==> src/rtl/mem_arb_pkg.sv <==
// Shared types and constants for the SLC-3 test-memory arbiter.
package mem_arb_pkg;

  localparam int NUM_REQ = 2;
  // Latency counter width; holds READ_LAT values 1..7.
  localparam int LAT_W = 3;

  typedef enum logic [1:0] {
    IDLE  = 2'd0,
    ISSUE = 2'd1,
    WAIT  = 2'd2,
    DONE  = 2'd3
  } state_t;

endpackage

==> src/rtl/rr_arbiter2.sv <==
// Two-port round-robin pick. The 'last' input is the most recently granted
// port, so on a tie the other port wins. The pointer register lives in the
// caller; this block is purely combinational.
import mem_arb_pkg::*;

module rr_arbiter2 (
  input  logic [NUM_REQ-1:0] req,
  input  logic               last,
  output logic [NUM_REQ-1:0] winner,
  output logic               next_last
);

  // One-hot winner and the pointer value to store if this grant is taken.
  always_comb begin
    winner    = '0;
    next_last = last;
    case (req)
      2'b01:   winner = 2'b01;
      2'b10:   winner = 2'b10;
      2'b11:   winner = last ? 2'b01 : 2'b10;
      default: winner = '0;
    endcase
    if (winner[1]) begin
      next_last = 1'b1;
    end else if (winner[0]) begin
      next_last = 1'b0;
    end
  end

endmodule

==> src/rtl/mem_arbiter.sv <==
// Arbiter and sequencer for the single-port SLC-3 test memory. Port 0 is the
// CPU, port 1 the debug/loader. One access in flight at a time; reads wait a
// fixed READ_LAT cycles before the data is captured.
//
// Handshake: a requester raises req_i[p] with we/addr/wdata stable and holds
// them until done_o[p] pulses. gnt_o[p] pulses in the issue cycle; done_o[p]
// pulses once when the access is complete (rdata_o valid with it for reads).
// Dropping req_i after the grant does not cancel the access.
import mem_arb_pkg::*;

module mem_arbiter #(
  parameter int ADDR_W   = 10,
  parameter int DATA_W   = 16,
  parameter int READ_LAT = 2
) (
  input  logic                clk,
  input  logic                reset,
  input  logic [1:0]          req_i,
  input  logic [1:0]          we_i,
  input  logic [15:0]         addr0_i,
  input  logic [15:0]         addr1_i,
  input  logic [DATA_W-1:0]   wdata0_i,
  input  logic [DATA_W-1:0]   wdata1_i,
  output logic [1:0]          gnt_o,
  output logic [1:0]          done_o,
  output logic [DATA_W-1:0]   rdata_o,
  output logic                busy_o,
  output logic                mem_ena_o,
  output logic                mem_wren_o,
  output logic [ADDR_W-1:0]   mem_addr_o,
  output logic [DATA_W-1:0]   mem_wdata_o,
  input  logic [DATA_W-1:0]   mem_rdata_i,
  output state_t              dbg_state_o
);

  localparam logic [LAT_W-1:0] LAT_INIT = LAT_W'(READ_LAT);

  state_t             state;
  logic               last;
  logic [1:0]         owner;
  logic [LAT_W-1:0]   cnt;
  logic [1:0]         winner;
  logic               next_last;

  // Upper address bits are deliberately discarded (memory is ADDR_W deep).
  logic unused_addr_hi;
  assign unused_addr_hi = ^{addr0_i[15:ADDR_W], addr1_i[15:ADDR_W]};

  assign dbg_state_o = state;

  rr_arbiter2 u_rr (
    .req       (req_i),
    .last      (last),
    .winner    (winner),
    .next_last (next_last)
  );

  // Main sequencer: arbitrate in IDLE, issue one access, count read latency,
  // pulse done. gnt/done/ena are single-cycle pulses defaulting low.
  always_ff @(posedge clk or negedge reset) begin
    if (!reset) begin
      state       <= IDLE;
      last        <= 1'b1;
      owner       <= '0;
      cnt         <= '0;
      gnt_o       <= '0;
      done_o      <= '0;
      rdata_o     <= '0;
      busy_o      <= 1'b0;
      mem_ena_o   <= 1'b0;
      mem_wren_o  <= 1'b0;
      mem_addr_o  <= '0;
      mem_wdata_o <= '0;
    end else begin
      gnt_o     <= '0;
      done_o    <= '0;
      mem_ena_o <= 1'b0;
      case (state)
        IDLE: begin
          if (|req_i) begin
            owner       <= winner;
            last        <= next_last;
            gnt_o       <= winner;
            mem_ena_o   <= 1'b1;
            mem_wren_o  <= winner[1] ? we_i[1] : we_i[0];
            mem_addr_o  <= winner[1] ? addr1_i[ADDR_W-1:0] : addr0_i[ADDR_W-1:0];
            mem_wdata_o <= winner[1] ? wdata1_i : wdata0_i;
            busy_o      <= 1'b1;
            state       <= ISSUE;
          end
        end
        ISSUE: begin
          if (mem_wren_o) begin
            // Write lands at the end of the issue cycle; finish next cycle.
            mem_wren_o <= 1'b0;
            done_o     <= owner;
            state      <= DONE;
          end else begin
            cnt   <= LAT_INIT;
            state <= WAIT;
          end
        end
        WAIT: begin
          cnt <= cnt - 1'b1;
          // cnt==1 marks cycle T+READ_LAT, when memory data is valid.
          if (cnt == LAT_W'(1)) begin
            rdata_o <= mem_rdata_i;
            done_o  <= owner;
            state   <= DONE;
          end
        end
        DONE: begin
          busy_o <= 1'b0;
          state  <= IDLE;
        end
        default: state <= IDLE;
      endcase
    end
  end

endmodule

==> config.mk <==
export PLATFORM = sky130hd
export DESIGN_NAME = mem_arbiter
export DESIGN_NICKNAME = d
export VERILOG_FILES = /design/src/rtl/mem_arb_pkg.sv /design/src/rtl/rr_arbiter2.sv /design/src/rtl/mem_arbiter.sv
export SDC_FILE = /design/constraint.sdc
export NUM_CORES = 1
export LEC_CHECK = 0
export BUFFER_PORTS_ARGS = -buffer_cell sky130_fd_sc_hd__buf_2
export CAP_MARGIN = 40
export CORE_AREA = 2 2 79 81
export DETAILED_ROUTE_END_ITERATION = 16
export DIE_AREA = 0 0 81 83
export PLACE_DENSITY_LB_ADDON = 0.08
export SLEW_MARGIN = 20
export SYNTH_ARGS = -nofsm -noshare
export SYNTH_HDL_FRONTEND = slang
export SYNTH_SLANG_ARGS = --single-unit
==> constraint.sdc <==
create_clock -name clk -period 1.8 [get_ports clk]
set_input_delay 0.09 -clock clk [delete_from_list [all_inputs] [get_ports clk]]
set_output_delay 0.09 -clock clk [all_outputs]
set_load 0.03 [all_outputs]
==> flow_results.org <==
** Status
- The run finished with clean final reports.

** Critical path
- Worst path buffer plus inverter count :: 1
- Peak fanout along the critical path :: 6
- The worst setup path is of the reg2reg kind.
- STA puts the critical path data arrival time at 1.87 ns.
- The worst setup path is captured at a flop.
- Critical register-to-register path endpoint :: dbg_state_o[1]
- For this run, the slowest stage of the critical path takes 0.42 ns.
- Across all register-to-register paths, the minimum setup slack is 0.13 ns.
- The slowest stage of the critical path is the dfrtp_1 cell.
- Start of the worst register-to-register path :: dbg_state_o[0]
- Tracing the worst setup path back leads to its startpoint at dbg_state_o[0].
- Timing endpoint of the critical path :: dbg_state_o[1]
- Critical path data required time :: 2.00 ns
- Cell breakdown of the critical path :: inv_1 > ha_1 > nor3b_2 > a21oi_1 > mux2_1
- In this run the number of cells on the critical path is 5.
- Category of the worst setup path launch point :: flop
- Grouping stages by cell kind, the critical path spends the most delay in flip-flops.
- The number of cells on the worst reg-to-reg path is 5.

** STA
- The worst path uses 93.0% of the clock period.
- Setup TNS Final :: 0 ns
- The final hold violation count was 0.
- Headroom to the max-slew limit :: 70.7%
- RSZ-0062 raised after global routing :: no
- Static timing analysis puts the maximum clock frequency at 597 MHz.
- At the pin with the least slew margin, the transition time is 0.440 ns.
- Final count of negative-setup-slack endpoints :: 0
- The final number of max-transition violations is 0.
- Final worst path period need :: 1.67 ns
- Clock skew on the completed layout was measured at 0.00509 ns.

** Die
- Count of pins on the block boundary :: 137
- The floorplan step set the die height to 83 µm.
- The floorplan has 28 rows.
- The die covers 6720 µm².
- In this run the horizontal extent of the chip is 81 µm.
- Core box area :: 5820 µm²
- The initial utilization of the core area, before any placement, comes to 43.0%.

** Global route
- Via count of the first global-routing pass :: 2083
- Overflow left after global routing :: 0
- Number of antenna violations at the first check in global routing :: 0
- Maximum number of pins on one net before global-route repair :: 40
- First-pass GRT wire length :: 9.52 mm
- Overall track demand over capacity in global routing :: 18.5%

** Synth
- Yosys printed 0 warnings.
- Synthesis produced 192 cells.
- Number of flip-flops and latches in the synthesized netlist :: 57
- Of the synthesized area, sequential elements account for 57.1%.
- Each instance of the synthesized netlist takes up on average 13.0 µm².
- After synthesis the cells add up to 2500 µm².
- After synthesis, the netlist uses 33 different library cells.
- Mapped Nets :: 285

** Flow run
- The tool flagged a number of max-cap violations equal to 0.

** Clock network
- Clock tree buffer depth :: 2
- The cell sitting at the root of the clock tree is a clkbuf_8.
- Clock insertion delay at the later pin of the skew report :: 0.32 ns
- Number of sinks on the clock net :: 57
- Clock-pin slew was measured on the worst setup and hold paths at 0.06 ns.
- The H-tree was split into 3 levels.
- Counting the buffers created by CTS gives 9.
- Once the clock tree was built, the setup fixing pass inserted 0 buffers.
- TritonCTS built the clock tree.

** Finish
- Ant diodes :: 0
- Most common cell after layout, fill and taps aside :: buf_2
- Total area of multi-input combinational cells :: 996 µm²
- Layout overhead on the synthesized area :: 43.2%
- Net count, final :: 435
- Leaving out filler cells and counting taps, the final layout contains 422.
- Fill cell count :: 483
- The top cell types in the final layout, fill and taps aside, are buf_2, dfrtp_1, nand2b_1.
- Cells with a size suffix above 1 make up 51.9% of the layout.
- Summing all flip-flop and latch instances after layout gives 1430 µm².

** Drt
- Using the TritonRoute via totals, the vias-per-cell ratio works out to 4.88.
- ANT nets after route :: 0
- DRT Wirelength :: 5.97 mm
- DR pass1 iterations :: 4
- Iteration-0 DRC Markers :: 63
- After detailed routing, the average wire length per cell comes to 14.1 µm.
- # DRC :: 0
- Summing over every cut layer, the via total after detailed routing is 2060.

** Power and ir drop
- The completed layout was analyzed and its total power is 6650 µW.
- Leakage dissipation :: 0.00179 µW
- Across the VDD grid, the largest voltage drop is 1.27 mV.
- Total power per unit cell area :: 1860 nW/µm²

** Hold path
- In this run the worst hold path is classified as in2reg.

** Placed design
- Cell count after placement :: 389
- During placement, the flow inserted port buffers numbering 124.
- At the end of routability-driven placement, the weighted congestion stood at 0.764.
- After legalization and detailed placement, the total HPWL measured 4.31 mm.
[Yosys cell counts]
master	n	area, µm²
o21ai_0	3	15.0
ha_1	7	87.6
mux2_1	8	90.1
o21ai_1	2	10.0
buf_2	7	35.0
a21bo_2	1	10.0
inv_1	5	18.8
o211ai_1	1	7.51
nor3b_2	1	12.5
o221a_1	10	113
nor2_1	4	15.0
dfstp_2	1	26.3
a2bb2oi_1	1	8.76
a21oi_1	1	5.00
a32oi_1	1	8.76
nand3b_4	1	20.0
mux2_2	9	101
a21o_1	1	7.51
buf_4	3	22.5
nor3b_1	1	7.51
nand2_1	12	45.0
a21boi_0	1	7.51
o221a_2	16	180
and3_1	2	12.5
and2_1	1	6.26
nand2b_1	29	181
nand3_2	1	10.0
a31oi_1	1	6.26
dfrtp_1	56	1400
nand4b_1	1	8.76
inv_2	2	7.51
a211oi_1	1	7.51
nand3_1	1	5.00
[kinds of logic after synthesis]
logic type	after synthesis	synth area share (%)
AOI/OAI and AO/OA	40	15.5
adders and majority gates	7	3.50
buffers and inverters	17	3.35
DFF	57	57.1
muxes	17	7.65
and+or+nand+nor	54	13.0
[power breakdown]
group	switching (µW)	internal (µW)
sequential	304	1900
combinational	2070	1350
clock	454	568
total	2830	3820
[state kept, by name, summed over array words and instances (netlist names)]
name         cells
cnt              3
owner            2
mem_wren_o       1
mem_ena_o        1
busy_o           1
mem_wdata_o     16
dbg_state_o      2
rdata_o         16
gnt_o            2
last             1
done_o           2
mem_addr_o      10
[worst register-to-register path, delay by kind of cell, from the launching register on]
kind / cells / cell delay, ns
flops: 1 / 0.42
fa+ha+maj: 1 / 0.29
buf+inv: 1 / 0.11
mux: 1 / 0.34
compound gates: 1 / 0.19
simple gates: 1 / 0.19
[worst min path at each step]
| stage | start | to | cells after the start |
|---|---|---|---|
| 2_1_floorplan | reset | busy_o | 0 |
| 5_1_grt | addr1_i[2] | mem_addr_o[2] | 2 |
| 3_3_place_gp | reset | cnt[0] | 1 |
| 6_report | addr1_i[0] | mem_addr_o[0] | 2 |
| 3_5_place_dp | reset | cnt[0] | 1 |
| 4_1_cts | addr1_i[0] | mem_addr_o[0] | 2 |
[what timing repair did]
item / in CTS / in global routing
hold buffers: 17 / 0
resized for setup: 0 / 2
setup endpoints to repair: 0 / 9
hold endpoints to repair: 33 / 0
[layout make-up]
type / count / area share, %
clock buffer: 13 / 4.44
clock inverter: 3 / 0.419
inverter: 7 / 0.734
multi-input combinational: 118 / 27.8
sequential: 57 / 39.9
tap: 75 / 2.62
timing repair buffer: 149 / 24.1
[per-layer routing]
layer | routed length (µm) | part of all wire (%) | GRT usage (%)
met1 | 2510 | 42 | 22.2
met3 | 452 | 7.6 | 6.63
met4 | 68 | 1.1 | 5.86
met5 | 0 | 0 | 0
met2 | 2950 | 49 | 30.6
[through the flow]
step	cell area (µm²)	util [%]	hold WS, ns	setup slack [ns]
2_1_floorplan	2500	-	-0.206	0.00653
4_1_cts	3580	61.5	0.0205	0.0914
3_5_place_dp	3230	55.6	0.0597	0.107
5_1_grt	3580	61.6	0.0229	0.0305
6_report	3580	61.6	0.0402	0.126
3_3_place_gp	3230	55.6	0.0605	0.140
Note: power is estimated with default switching activity, not from simulation.
